File: config.mk
export PLATFORM = sky130hd
export DESIGN_NAME = mem_access_unit
export DESIGN_NICKNAME = d
export VERILOG_FILES = /design/src/rtl/mem_stage_pkg.sv /design/src/rtl/mem_access_unit_lane_pack.sv /design/src/rtl/mem_access_unit.sv
export SDC_FILE = /design/constraint.sdc
export NUM_CORES = 1
export LEC_CHECK = 0
export CORE_ASPECT_RATIO = 0.8
export CORE_UTILIZATION = 50
export DETAILED_ROUTE_END_ITERATION = 6
export PLACE_DENSITY = 0.81
export SLEW_MARGIN = 20
export SYNTH_ARGS = -nofsm -noshare
export SYNTH_HDL_FRONTEND = slang
export SYNTH_SLANG_ARGS = --single-unit
export TNS_END_PERCENT = 100
File: constraint.sdc
create_clock -name clk -period 36.6 [get_ports clk]
set_input_delay 5.49 -clock clk [delete_from_list [all_inputs] [get_ports clk]]
set_output_delay 5.49 -clock clk [all_outputs]
set_load 0.1 [all_outputs]
File: src/rtl/mem_stage_pkg.sv
// Shared types and sizing helpers for the memory stage.
package mem_stage_pkg;

  typedef enum logic [1:0] {IDLE, XFER, DONE} mem_state_t;

  localparam int BEATS_DEFAULT = 4;
  localparam int BEAT_CNT_W_DEFAULT = $clog2(BEATS_DEFAULT);

  // A single-beat configuration still needs a 1-bit counter.
  function automatic int beat_cnt_w(input int beats);
    return (beats > 1) ? $clog2(beats) : 1;
  endfunction

endpackage

File: src/rtl/mem_access_unit_lane_pack.sv
// Lane select for store data and lane insert for load assembly.
module lane_pack #(
  parameter int DATA_W = 128,
  parameter int BUS_W  = 32,
  parameter int BW     = 2
) (
  input  logic [BW-1:0]     beat,
  input  logic [DATA_W-1:0] store_vec,
  input  logic [DATA_W-1:0] load_vec,
  input  logic [BUS_W-1:0]  rdata,
  output logic [BUS_W-1:0]  wdata,
  output logic [DATA_W-1:0] load_next
);

  localparam int BEATS = DATA_W / BUS_W;

  logic [BUS_W-1:0] lanes [BEATS];

  generate
    for (genvar gi = 0; gi < BEATS; gi++) begin : g_lane
      assign lanes[gi] = store_vec[gi*BUS_W +: BUS_W];
      assign load_next[gi*BUS_W +: BUS_W] =
        (beat == BW'(gi)) ? rdata : load_vec[gi*BUS_W +: BUS_W];
    end
  endgenerate

  assign wdata = lanes[beat];

endmodule

File: src/rtl/mem_access_unit.sv
// Memory stage: full-rate passthrough of ALU results, and multi-beat
// vector loads/stores over a narrow req/ack bus with upstream stall.
module mem_access_unit
  import mem_stage_pkg::*;
#(
  parameter int DATA_W = 128,
  parameter int BUS_W  = 32,
  parameter int ADDR_W = 16
) (
  input  logic              clk,
  input  logic              rst,
  input  logic              ex_valid,
  input  logic [DATA_W-1:0] ex_alu_out,
  input  logic [DATA_W-1:0] ex_store_data,
  input  logic              ex_mem_read,
  input  logic              ex_mem_write,
  output logic              ex_ready,
  output logic              stall,
  output logic              mem_req,
  output logic              mem_we,
  output logic [ADDR_W-1:0] mem_addr,
  output logic [BUS_W-1:0]  mem_wdata,
  input  logic              mem_ack,
  input  logic [BUS_W-1:0]  mem_rdata,
  output logic              wb_valid,
  output logic              wb_wen,
  output logic [DATA_W-1:0] wb_data
);

  localparam int BEATS = DATA_W / BUS_W;
  localparam int BW    = beat_cnt_w(BEATS);
  localparam logic [BW-1:0] LAST_BEAT = BW'(BEATS - 1);

  mem_state_t        state_reg;
  logic [BW-1:0]     beat_reg;
  logic [ADDR_W-1:0] base_reg;
  logic [DATA_W-1:0] store_reg;
  logic [DATA_W-1:0] load_reg;
  logic              is_store_reg;
  logic              mem_req_reg;
  logic              mem_we_reg;
  logic              wb_valid_reg;
  logic              wb_wen_reg;
  logic [DATA_W-1:0] wb_data_reg;
  logic [DATA_W-1:0] load_next;

  lane_pack #(
    .DATA_W (DATA_W),
    .BUS_W  (BUS_W),
    .BW     (BW)
  ) u_lane_pack (
    .beat      (beat_reg),
    .store_vec (store_reg),
    .load_vec  (load_reg),
    .rdata     (mem_rdata),
    .wdata     (mem_wdata),
    .load_next (load_next)
  );

  always_ff @(posedge clk or posedge rst) begin
    if (rst) begin
      state_reg    <= IDLE;
      beat_reg     <= '0;
      base_reg     <= '0;
      store_reg    <= '0;
      load_reg     <= '0;
      is_store_reg <= 1'b0;
      mem_req_reg  <= 1'b0;
      mem_we_reg   <= 1'b0;
      wb_valid_reg <= 1'b0;
      wb_wen_reg   <= 1'b0;
      wb_data_reg  <= '0;
    end else begin
      wb_valid_reg <= 1'b0;
      case (state_reg)
        IDLE: begin
          if (ex_valid) begin
            if (ex_mem_read || ex_mem_write) begin
              // A store wins when both read and write are flagged.
              base_reg     <= ex_alu_out[ADDR_W-1:0];
              store_reg    <= ex_store_data;
              load_reg     <= '0;
              is_store_reg <= ex_mem_write;
              beat_reg     <= '0;
              mem_req_reg  <= 1'b1;
              mem_we_reg   <= ex_mem_write;
              state_reg    <= XFER;
            end else begin
              wb_data_reg  <= ex_alu_out;
              wb_wen_reg   <= 1'b1;
              wb_valid_reg <= 1'b1;
            end
          end
        end
        XFER: begin
          if (mem_req_reg && mem_ack) begin
            if (!is_store_reg) begin
              load_reg <= load_next;
            end
            if (beat_reg == LAST_BEAT) begin
              mem_req_reg  <= 1'b0;
              mem_we_reg   <= 1'b0;
              wb_valid_reg <= 1'b1;
              wb_wen_reg   <= ~is_store_reg;
              wb_data_reg  <= is_store_reg ? '0 : load_next;
              state_reg    <= DONE;
            end else begin
              beat_reg <= beat_reg + 1'b1;
            end
          end
        end
        DONE: begin
          beat_reg  <= '0;
          state_reg <= IDLE;
        end
        default: state_reg <= IDLE;
      endcase
    end
  end

  // Bus address wraps modulo 2^ADDR_W.
  assign mem_addr = base_reg + ADDR_W'(beat_reg);
  assign mem_req  = mem_req_reg;
  assign mem_we   = mem_we_reg;
  assign stall    = (state_reg != IDLE);
  assign ex_ready = ~stall;
  assign wb_valid = wb_valid_reg;
  assign wb_wen   = wb_wen_reg;
  assign wb_data  = wb_data_reg;

endmodule

==> results of run 1 <==
==> cell families (layout without fill, tap and decap cells) <==
family | count (synthesis) | in the layout | synth area share
other cells | 0 | 3 | 0
flops | 409 | 409 | 0.534
fa+ha+maj | 7 | 7 | 0.00496
simple gates | 743 | 743 | 0.150
mux | 162 | 162 | 0.106
compound gates | 400 | 400 | 0.156
buf+inv | 192 | 578 | 0.0433
xor+xnor | 14 | 14 | 0.00639
==> worst register-to-register path, cell delays in order (launching register included) <==
cell	delay, ns
dfrtp_2	0.36
buf_4	0.60
ha_2	0.33
buf_4	0.54
nand3_1	0.39
nor2_4	0.67
buf_6	0.66
a21oi_1	0.31
o22a_1	0.24
==> synth_stat cells <==
cell / count / area [sq um]
nor4b_2: 1 / 15.0
a22o_1: 128 / 1120
a31oi_1: 1 / 6.26
o21a_1: 1 / 7.51
mux2i_1: 129 / 1290
nor3_1: 3 / 15.0
nand2b_1: 3 / 18.8
o32ai_4: 1 / 27.5
o21ai_0: 8 / 40.0
nor3_2: 1 / 10.0
nor2_1: 139 / 522
clkbuf_1: 75 / 282
fa_1: 1 / 20.0
nand2_1: 575 / 2160
xor2_1: 5 / 43.8
buf_1: 46 / 173
a21oi_1: 130 / 651
nor4bb_1: 1 / 10.0
dfrtp_1: 409 / 10200
inv_1: 8 / 30.0
and3_1: 4 / 25.0
buf_2: 51 / 255
xnor2_1: 9 / 78.8
o22ai_2: 1 / 12.5
nor2b_1: 2 / 12.5
or3b_1: 1 / 8.76
mux4_2: 32 / 721
buf_4: 12 / 90.1
nand4_1: 4 / 25.0
nand3_1: 6 / 30.0
nand4b_1: 1 / 8.76
mux2_2: 1 / 11.3
or2_1: 1 / 6.26
nor2_2: 1 / 6.26
o21ai_1: 1 / 5.00
o22a_1: 128 / 1120
ha_1: 6 / 75.1
o41ai_1: 1 / 8.76
==> area by class of cell <==
type | count | area (sq um) | area share
Antenna cell | 3 | 7.51 | 0.000296
Clock buffer | 63 | 1230 | 0.0484
Clock inverter | 10 | 81.3 | 0.00321
Inverter | 8 | 37.5 | 0.00148
Multi-Input combinational cell | 1326 | 8210 | 0.324
Sequential cell | 409 | 10200 | 0.404
Tap cell | 487 | 609 | 0.0240
Timing Repair Buffer | 497 | 4950 | 0.195
==> worst paths after layout <==
| check | start | end | slack [ns] | cells after the start |
|---|---|---|---|---|
| worst max-delay path | beat_reg[0] | mem_addr[14] | 27.65 | 7 |
| worst min-delay path | store_reg[78] | store_reg[78] | 0.47 | 2 |
| worst max register to register | beat_reg[0] | wb_data[100] | 32.39 | 8 |
| worst min register to register | store_reg[78] | store_reg[78] | 0.47 | 2 |
| max in group asynchronous | rst | beat_reg[1] | 29.69 | 3 |
| min in group asynchronous | rst | wb_data[96] | 5.44 | 2 |
==> routing by layer <==
layer,vias up,track usage,routed length (um)
met5,-,0,0
met3,130,0.0478,3630
met4,0,0.112,2060
met2,651,0.494,28800
met1,8314,0.426,26100
li1,7314,-,-
==> through the flow <==
step,std cells,util
global placement,2726,0.641
floorplan,1927,-
finish,2803,0.678
detailed placement,2726,0.641
global route,2803,0.678
CTS,2799,0.676
==> impl_metrics.json, run 1 <==
{
  "dp_hpwl_mm": 40.1,
  "rows": 63,
  "maxSlewHeadroom": 0.181,
  "cp_num_buf_inv": 1,
  "yosys_warnings": 0,
  "start_kind": "register",
  "coreArea_sq_um": 37400,
  "cp.required_ns": 31.11,
  "grt_pass1_wl_mm": 94.4,
  "die_y_um": 177,
  "syn_area_per_cell_sq_um": 9.95,
  "cts_buffers": 41,
  "outcome": "completed",
  "die-area_sq_um": 39100,
  "end_kind": "output port",
  "clock_path_buffers": 3,
  "drv_slew": 0,
  "track_usage": 0.308,
  "cts_sinks": 409,
  "post-place-ws_ns": 27.53,
  "period_needed_ns": 8.95,
  "initial_core_util": 0.512,
  "routed_via_density": 5.85,
  "arrival_ns": 3.46,
  "die_x_um": 221,
  "crit_chain": "ha_1 > fa_1 > nand2_1 > nor3_1 > nand3_1 > xnor2_1 > clkdlybuf4s50_1",
  "routabilityCongestion": 0.861,
  "synth-seq-cells": 409,
  "drv_cap": 0,
  "post_cts_buffers": 0,
  "cts_root_buf": "clkbuf_16",
  "syn_inst": 1927,
  "first_iter_violations": 1465,
  "critical_path.max_fanout": 3,
  "htree_num_levels": 2,
  "layout_commonest_cell": "nand2_1",
  "ant_nets": 0,
  "antenna_found_initial": 3,
  "grt_pass1_vias": 16627,
  "cp_top_family": "buffers and inverters",
  "fin_skew_ns": 0.0228,
  "hold_violations": 0,
  "layout.nets": 2584,
  "hold_buffers": 0,
  "grt_overflow": 0,
  "ys_types": 38,
  "holdWs_ns": 0.473,
  "grt_max_degree": 168,
  "firstDrtPassIters": 7,
  "tightestPinTransition_ns": 1.23,
  "wirelength_mm": 60.5,
  "fmax_mhz": 112,
  "cts.repair.resized": 0,
  "final_cell_area_sq_um": 25400,
  "synth_nets": 2228,
  "clk_pin_slew_ns": 0.06,
  "cp_slowest_stage_delay_ns": 1.15,
  "rsz0062_at_grt": "no",
  "criticalPathCategory": "reg -> out",
  "post-route-period-util": 0.245,
  "placed_cell_area_sq_um": 24000,
  "layout-drive-gt1-share": 0.0597,
  "wl_per_cell_um": 21.6,
  "setup_slack_ns": 27.65,
  "num_vias": 16409,
  "finalSetupTns_ns": 0,
  "syn_area_sq_um": 19200,
  "hold_class": "reg -> reg",
  "n_fill_cell": 2813,
  "drc": 0,
  "portBuffers": 475,
  "final_cell_mix": "nand2_1, clkdlybuf4s50_1, dfrtp_1, nor2_1, a21oi_1",
  "io_pins": 476,
  "setup_viol": 0,
  "synth.yosys.seq_area_share": 0.534,
  "slowest_stage": "clkdlybuf4s50_1",
  "cts_tree": "built",
  "area_growth_pct": 32.3,
  "insertion_delay_ns": 0.56
}
Power of run 1 is not shown: default switching activity piles up to over one toggle a cycle in this logic, so the estimate is an artifact.
==> run 2: changes to the inputs <==
==> constraint.sdc (replaced) <==
create_clock -name clk -period 8.8 [get_ports clk]
set_input_delay 1.32 -clock clk [delete_from_list [all_inputs] [get_ports clk]]
set_output_delay 1.32 -clock clk [all_outputs]
set_load 0.1 [all_outputs]
==> impl_metrics.json, run 2 (synthesis gave the netlist of run 1 again) <==
{
  "r2r_end": "wb_data[36]",
  "grt_overflow": 0,
  "fin_skew_ns": 0.0252,
  "area_growth_pct": 32.6,
  "min_to": "store_reg[90]",
  "post-route-period-util": 0.526,
  "rows": 63,
  "routed_via_density": 5.85,
  "die-area_sq_um": 39100,
  "dp_hpwl_mm": 39.7,
  "layout_commonest_cell": "nand2_1",
  "n_fill_cell": 2835,
  "period_needed_ns": 4.63,
  "hold_class": "reg -> reg",
  "hp-start": "store_reg[90]",
  "drv_slew": 0,
  "track_usage": 0.303,
  "cts_sinks": 409,
  "grt_max_degree": 185,
  "grt_pass1_vias": 16598,
  "critical_path.max_fanout": 3,
  "hold_buffers": 0,
  "portBuffers": 475,
  "grt_pass1_wl_mm": 93.3,
  "cts_root_buf": "clkbuf_16",
  "setup_viol": 0,
  "holdPathStages": 2,
  "layout.nets": 2587,
  "regToRegStartpoint": "beat_reg[0]",
  "clock_path_buffers": 3,
  "cts_tree": "built",
  "rsz0062_at_grt": "no",
  "wl_per_cell_um": 21.3,
  "initial_core_util": 0.512,
  "wirelength_mm": 59.9,
  "die_y_um": 177,
  "insertion_delay_ns": 0.56,
  "layout-drive-gt1-share": 0.0630,
  "start_kind": "register",
  "fmax_mhz": 216,
  "criticalPathCategory": "reg -> out",
  "die_x_um": 221,
  "tightestPinTransition_ns": 1.13,
  "maxSlewHeadroom": 0.250,
  "cp-startpoint": "beat_reg[0]",
  "arrival_ns": 3.31,
  "io_pins": 476,
  "final_cell_mix": "nand2_1, clkdlybuf4s50_1, dfrtp_1, nor2_1, a21oi_1",
  "drv_cap": 0,
  "cts.repair.resized": 0,
  "drc": 0,
  "firstDrtPassIters": 7,
  "antenna_found_initial": 1,
  "htree_num_levels": 2,
  "routabilityCongestion": 0.867,
  "end_kind": "output port",
  "cp.required_ns": 7.48,
  "outcome": "completed",
  "clk_pin_slew_ns": 0.06,
  "ant_nets": 0,
  "holdWs_ns": 0.469,
  "r2r_slack_ns": 4.37,
  "hold_violations": 0,
  "num_vias": 16424,
  "first_iter_violations": 1524,
  "finalSetupTns_ns": 0,
  "post_cts_buffers": 0,
  "reg2regPathDepth": 8,
  "cts_buffers": 41,
  "coreArea_sq_um": 37400
}
-- run 2: metrics by stage --
stage | utilization | cell area [sq um] | setup WS, ns | std cells
4_1_cts | 0.678 | 25400 | 4.15 | 2803
5_1_grt | 0.679 | 25400 | 4.01 | 2806
6_report | 0.679 | 25400 | 4.17 | 2806
2_1_floorplan | - | 19200 | 1.97 | 1927
3_3_place_gp | 0.642 | 24000 | 4.11 | 2728
3_5_place_dp | 0.642 | 24000 | 3.93 | 2728
-- run 2: layer usage --
metal / track usage / wire [um]
met1: 0.418 / 25800
met2: 0.478 / 28000
met3: 0.0578 / 3860
met4: 0.114 / 2150
met5: 0 / 0
-- run 2: cell type report --
class / count / area, sq um / share of cell area
timing repair buffer: 500 / 4990 / 0.196
antenna: 1 / 2.50 / 0.0000984
clock inverter: 14 / 98.8 / 0.00389
multi-input combinational: 1326 / 8200 / 0.322
clock buffer: 61 / 1250 / 0.0493
tap: 487 / 609 / 0.0240
sequential: 409 / 10200 / 0.403
inverter: 8 / 33.8 / 0.00133
-- run 2: how the worst max path moves through the flow --
stage,end,slack [ns],cells after the start
finish,mem_addr[14],4.17,7
global route,mem_addr[15],4.01,6
CTS,mem_addr[8],4.15,7
detailed placement,wb_data[33],3.93,6
global placement,wb_data[41],4.11,6
floorplan,base_reg[0],1.97,1
-- run 2: worst max-delay path, stage by stage (launching register included) --
cell             delay, ns
dfrtp_2               0.36
ha_1                  0.24
fa_1                  0.27
nand2_1               0.09
nor3_1                0.32
nand3_1               0.15
xnor2_1               0.18
clkdlybuf4s50_1       1.16
Power of run 2 is left out for the same reason.
==> run 3: changes to the inputs <==
==> constraint.sdc (replaced) <==
create_clock -name clk -period 4.5 [get_ports clk]
set_input_delay 0.675 -clock clk [delete_from_list [all_inputs] [get_ports clk]]
set_output_delay 0.675 -clock clk [all_outputs]
set_load 0.1 [all_outputs]
==> impl_metrics.json, run 3 (synthesis gave the netlist of run 1 again) <==
{
  "die_x_um": 221,
  "maxSlewHeadroom": 0.274,
  "wirelength_mm": 60.0,
  "critical_path.max_fanout": 20,
  "n_fill_cell": 2753,
  "arrival_ns": 3.18,
  "placed_cell_area_sq_um": 24100,
  "cp_top_family": "buffers and inverters",
  "portBuffers": 475,
  "rsz0062_at_grt": "no",
  "grt_overflow": 0,
  "finalSetupTns_ns": 0,
  "r2r_slack_ns": 1.26,
  "min_to": "store_reg[65]",
  "hold_buffers": 0,
  "final_cell_mix": "nand2_1, clkdlybuf4s50_1, dfrtp_1, nor2_1, a21oi_1",
  "utilization": 0.681,
  "holdPathStages": 2,
  "dp_hpwl_mm": 40.8,
  "die-area_sq_um": 39100,
  "cts_buffers": 41,
  "firstDrtPassIters": 5,
  "start_kind": "register",
  "ant_nets": 0,
  "slowest_stage": "clkdlybuf4s50_1",
  "regToRegStartpoint": "beat_reg[1]",
  "critical_path_depth": 3,
  "drc": 0,
  "crit_chain": "buf_12 > mux4_2 > clkdlybuf4s50_1",
  "wl_per_cell_um": 21.4,
  "cts_sinks": 409,
  "drv_slew": 0,
  "rows": 63,
  "track_usage": 0.306,
  "hold_class": "reg -> reg",
  "routed_via_density": 5.83,
  "setup_slack_ns": 0.645,
  "routabilityCongestion": 0.885,
  "layout_commonest_cell": "nand2_1",
  "setup_viol": 0,
  "die_y_um": 177,
  "antenna_found_initial": 2,
  "area_growth_pct": 32.9,
  "htree_num_levels": 2,
  "tightestPinTransition_ns": 1.08,
  "end_kind": "output port",
  "cts_tree": "built",
  "criticalPathCategory": "reg -> out",
  "layout.nets": 2590,
  "fmax_mhz": 259,
  "reg2regPathDepth": 6,
  "grt_pass1_wl_mm": 93.6,
  "regArea_sq_um": 10200,
  "grt_max_degree": 132,
  "insertion_delay_ns": 0.55,
  "cts_root_buf": "clkbuf_16",
  "post_cts_buffers": 0,
  "hold_violations": 0,
  "clock_path_buffers": 3,
  "initial_core_util": 0.512,
  "cts.repair.resized": 0,
  "coreArea_sq_um": 37400,
  "r2r_end": "wb_data[87]",
  "layout-drive-gt1-share": 0.0703,
  "post-route-period-util": 0.857,
  "cp_slowest_stage_delay_ns": 1.00,
  "drv_cap": 0,
  "multi_input_area_sq_um": 8190,
  "clk_pin_slew_ns": 0.06,
  "num_vias": 16363,
  "cp_num_buf_inv": 2,
  "fin_skew_ns": 0.0138,
  "final_cell_area_sq_um": 25500,
  "first_iter_violations": 1419,
  "period_needed_ns": 3.86,
  "hp-start": "store_reg[65]",
  "post-place-ws_ns": 1.18,
  "cp.required_ns": 3.83,
  "outcome": "completed",
  "io_pins": 476,
  "grt_pass1_vias": 16591
}
-- run 3: cell types whose count changed in the layout (fill, tap and decap cells not counted), sizes merged --
cell | before | now
clkinvlp | 1 | 3
clkbuf | 61 | 59
clkinv | 12 | 6
diode | 1 | 2
bufinv | 1 | 4
clkdlybuf4s50 | 475 | 457
buf | 25 | 46
-- run 3: final cells by class --
type	count	share of cell area
Sequential cell	409	0.402
Multi-Input combinational cell	1326	0.321
Timing Repair Buffer	503	0.197
Clock buffer	59	0.0477
Tap cell	487	0.0239
Clock inverter	13	0.00682
Inverter	8	0.00133
Antenna cell	2	0.000196
-- run 3: per-stage QoR --
stage | cells | hold WS, ns
floorplan | 1927 | 0.440
CTS | 2805 | 0.474
detailed placement | 2733 | 0.459
global placement | 2733 | 0.452
finish | 2807 | 0.471
global route | 2807 | 0.486
-- run 3: worst max path at each step --
stage / from / endpoint / slack (ns)
3_3_place_gp: beat_reg[0] / mem_wdata[29] / 1.20
5_1_grt: beat_reg[0] / mem_addr[14] / 0.50
4_1_cts: beat_reg[0] / mem_wdata[29] / 0.58
2_1_floorplan: rst / base_reg[0] / -1.69
6_report: beat_reg[0] / mem_wdata[29] / 0.64
3_5_place_dp: beat_reg[0] / mem_wdata[29] / 1.18
-- run 3: routing by layer --
metal	routed length, um	track usage	share of wire
met5	0	0	0
met1	26100	0.425	0.43
met2	28200	0.484	0.47
met3	3550	0.0488	0.059
met4	2200	0.121	0.037
-- run 3: worst min-delay path, stage by stage, from the launching register on --
cell     delay, ns
dfrtp_1       0.34
nand2_1       0.05
nand2_1       0.05
Power of run 3 is left out for the same reason.
==> variant: new RTL, config.mk and constraints of run 2 <==
`DATA_W` is set to 128 in 2 places; all go to 256.
--- a/src/rtl/mem_access_unit_lane_pack.sv
+++ b/src/rtl/mem_access_unit_lane_pack.sv
@@ -2,3 +2,3 @@
 module lane_pack #(
-  parameter int DATA_W = 128,
+  parameter int DATA_W = 256,
   parameter int BUS_W  = 32,
--- a/src/rtl/mem_access_unit.sv
+++ b/src/rtl/mem_access_unit.sv
@@ -5,3 +5,3 @@
 #(
-  parameter int DATA_W = 128,
+  parameter int DATA_W = 256,
   parameter int BUS_W  = 32,
Ports: changed (resized ex_alu_out, ex_store_data and wb_data); port bits go from 476 to 860. The function was not compared with the original's and may differ.
==> variant against run 2 <==
- maximum frequency shrank 16%
- wire length grew 130%
- sequential cell count grew 385
- area after synthesis grew 100%
- setup slack lost 0.88 ns
- via count grew 98%
- first-iteration DRC count grew 140%
- global-route usage grew 4.2 points
- cell area grew 98%
- critical path type unchanged
- critical endpoint is now mem_wdata[9]
- largest cell class unchanged
Power is not shown: default switching activity piles up to over one toggle a cycle in this logic, so the estimate is an artifact.
==> variant: results (changes against run 2) <==
[placed_design]
preCtsSetupSlack_ns = 3.80  ; -0.138 ns
dp_hpwl_um = 96800  ; +140%
io_buffers = 859  ; +81%
globalplace.congestion = 0.973  ; +12%
dp.cells = 5444  ; +100%
place_area_um2 = 47600  ; +98%

[critical_path]
crit_fanout = 36  ; +33
worst_ep_arrival_time_ns = 4.18  ; +0.87 ns

[logic_synthesis]
ys_seq_area_frac = 0.510  ; -0.0239
async_flop_share = 1.00  ; unchanged
synth.distinct_cells = 42  ; +11%
syn_nets = 4431  ; +99%
syn_area_per_cell_um2 = 10.1  ; +1.2%
synth_warnings = 0  ; unchanged
synthTopCellsByCount = 1115 x nand2_1, 794 x dfrtp_1, 265 x nor2_1, 258 x mux2i_1, 233 x mux2_2
synth_area_leaders = dfrtp_1 51%, nand2_1 11%, mux2_2 6.7%

[cts]
htree_num_levels = 3  ; +1
root_buffer = clkbuf_16
clkLatencyLatePin_ns = 0.65  ; +0.09 ns
clk_pin_slew_ns = 0.06  ; about the same
clockBufferDepth = 3  ; unchanged
cts_made_buffers = 81  ; +98%

[global_route]
groute.usage.overall = 0.344  ; +0.0417
grt_max_degree = 237  ; +28%
grt_pass1_wl_um = 203000  ; +120%
first_global_vias = 31539  ; +90%
antenna_found_initial = 31  ; +30

[cells_and_area]
fill_cells = 6047  ; +110%
multiInputGateArea_um2 = 17200  ; +110%
layoutNonFillerInstCount = 5611  ; +100%
drive_above_1_share = 0.105  ; +0.0424
fin_nets = 5066  ; +96%

[route]
vias = 32556  ; +98%
post_drt_wl_per_cell_um = 24.8  ; +16%
first_iter_violations = 3733  ; +140%
drt-pass1-iter-count = 5  ; -2

[min_path]
min_path_type = register to register

[outcome]
outcome = finished clean

[sta]
skew_ns = 0.0194  ; -0.00581 ns
worstMarginPinSlew_ns = 1.32  ; +0.198 ns

-- variant: layout make-up --
cell class | count | share of cell area
Clock buffer | 118 | 0.0473
Tap cell | 1023 | 0.0254
Antenna cell | 24 | 0.00119
Multi-Input combinational cell | 2660 | 0.341
Timing Repair Buffer | 898 | 0.180
Clock inverter | 24 | 0.00664
Inverter | 70 | 0.00528
Sequential cell | 794 | 0.394
-- variant: kinds of logic (layout without fill, tap and decap cells) --
logic type | Yosys count | in the layout | synth area share
simple gates | 1531 | 1531 | 0.155
mux | 579 | 579 | 0.178
flops | 794 | 794 | 0.510
other cells | 0 | 24 | 0
fa+ha+maj | 11 | 11 | 0.00372
buf+inv | 416 | 1110 | 0.0508
compound gates | 525 | 525 | 0.0995
xor+xnor | 14 | 14 | 0.00315
-- variant: final timing paths --
check | from | endpoint | slack [ns] | depth (start not counted)
max reg2reg | beat_reg[0] | wb_data[34] | 3.60 | 10
min | store_reg[80] | store_reg[80] | 0.47 | 2
min in group asynchronous | rst | base_reg[12] | 1.11 | 2
max | beat_reg[0] | mem_wdata[9] | 3.30 | 5
min reg2reg | store_reg[80] | store_reg[80] | 0.47 | 2
max in group asynchronous | rst | is_store_reg | 5.71 | 4
-- variant: routing by layer --
| layer | share of wire | vias to the layer above | track usage |
|---|---|---|---|
| met5 | 0.00055 | - | 0 |
| met4 | 0.045 | 10 | 0.156 |
| met3 | 0.097 | 313 | 0.0901 |
| met2 | 0.45 | 1547 | 0.514 |
| met1 | 0.40 | 16274 | 0.471 |
| li1 | - | 14412 | - |
-- variant: worst max-delay path: stages (launching register included) --
cell and delay [ns]:
dfrtp_4 0.89, buf_4 0.70, mux4_2 0.59, nand2_1 0.24
nand2_1 0.10, clkdlybuf4s50_1 0.97
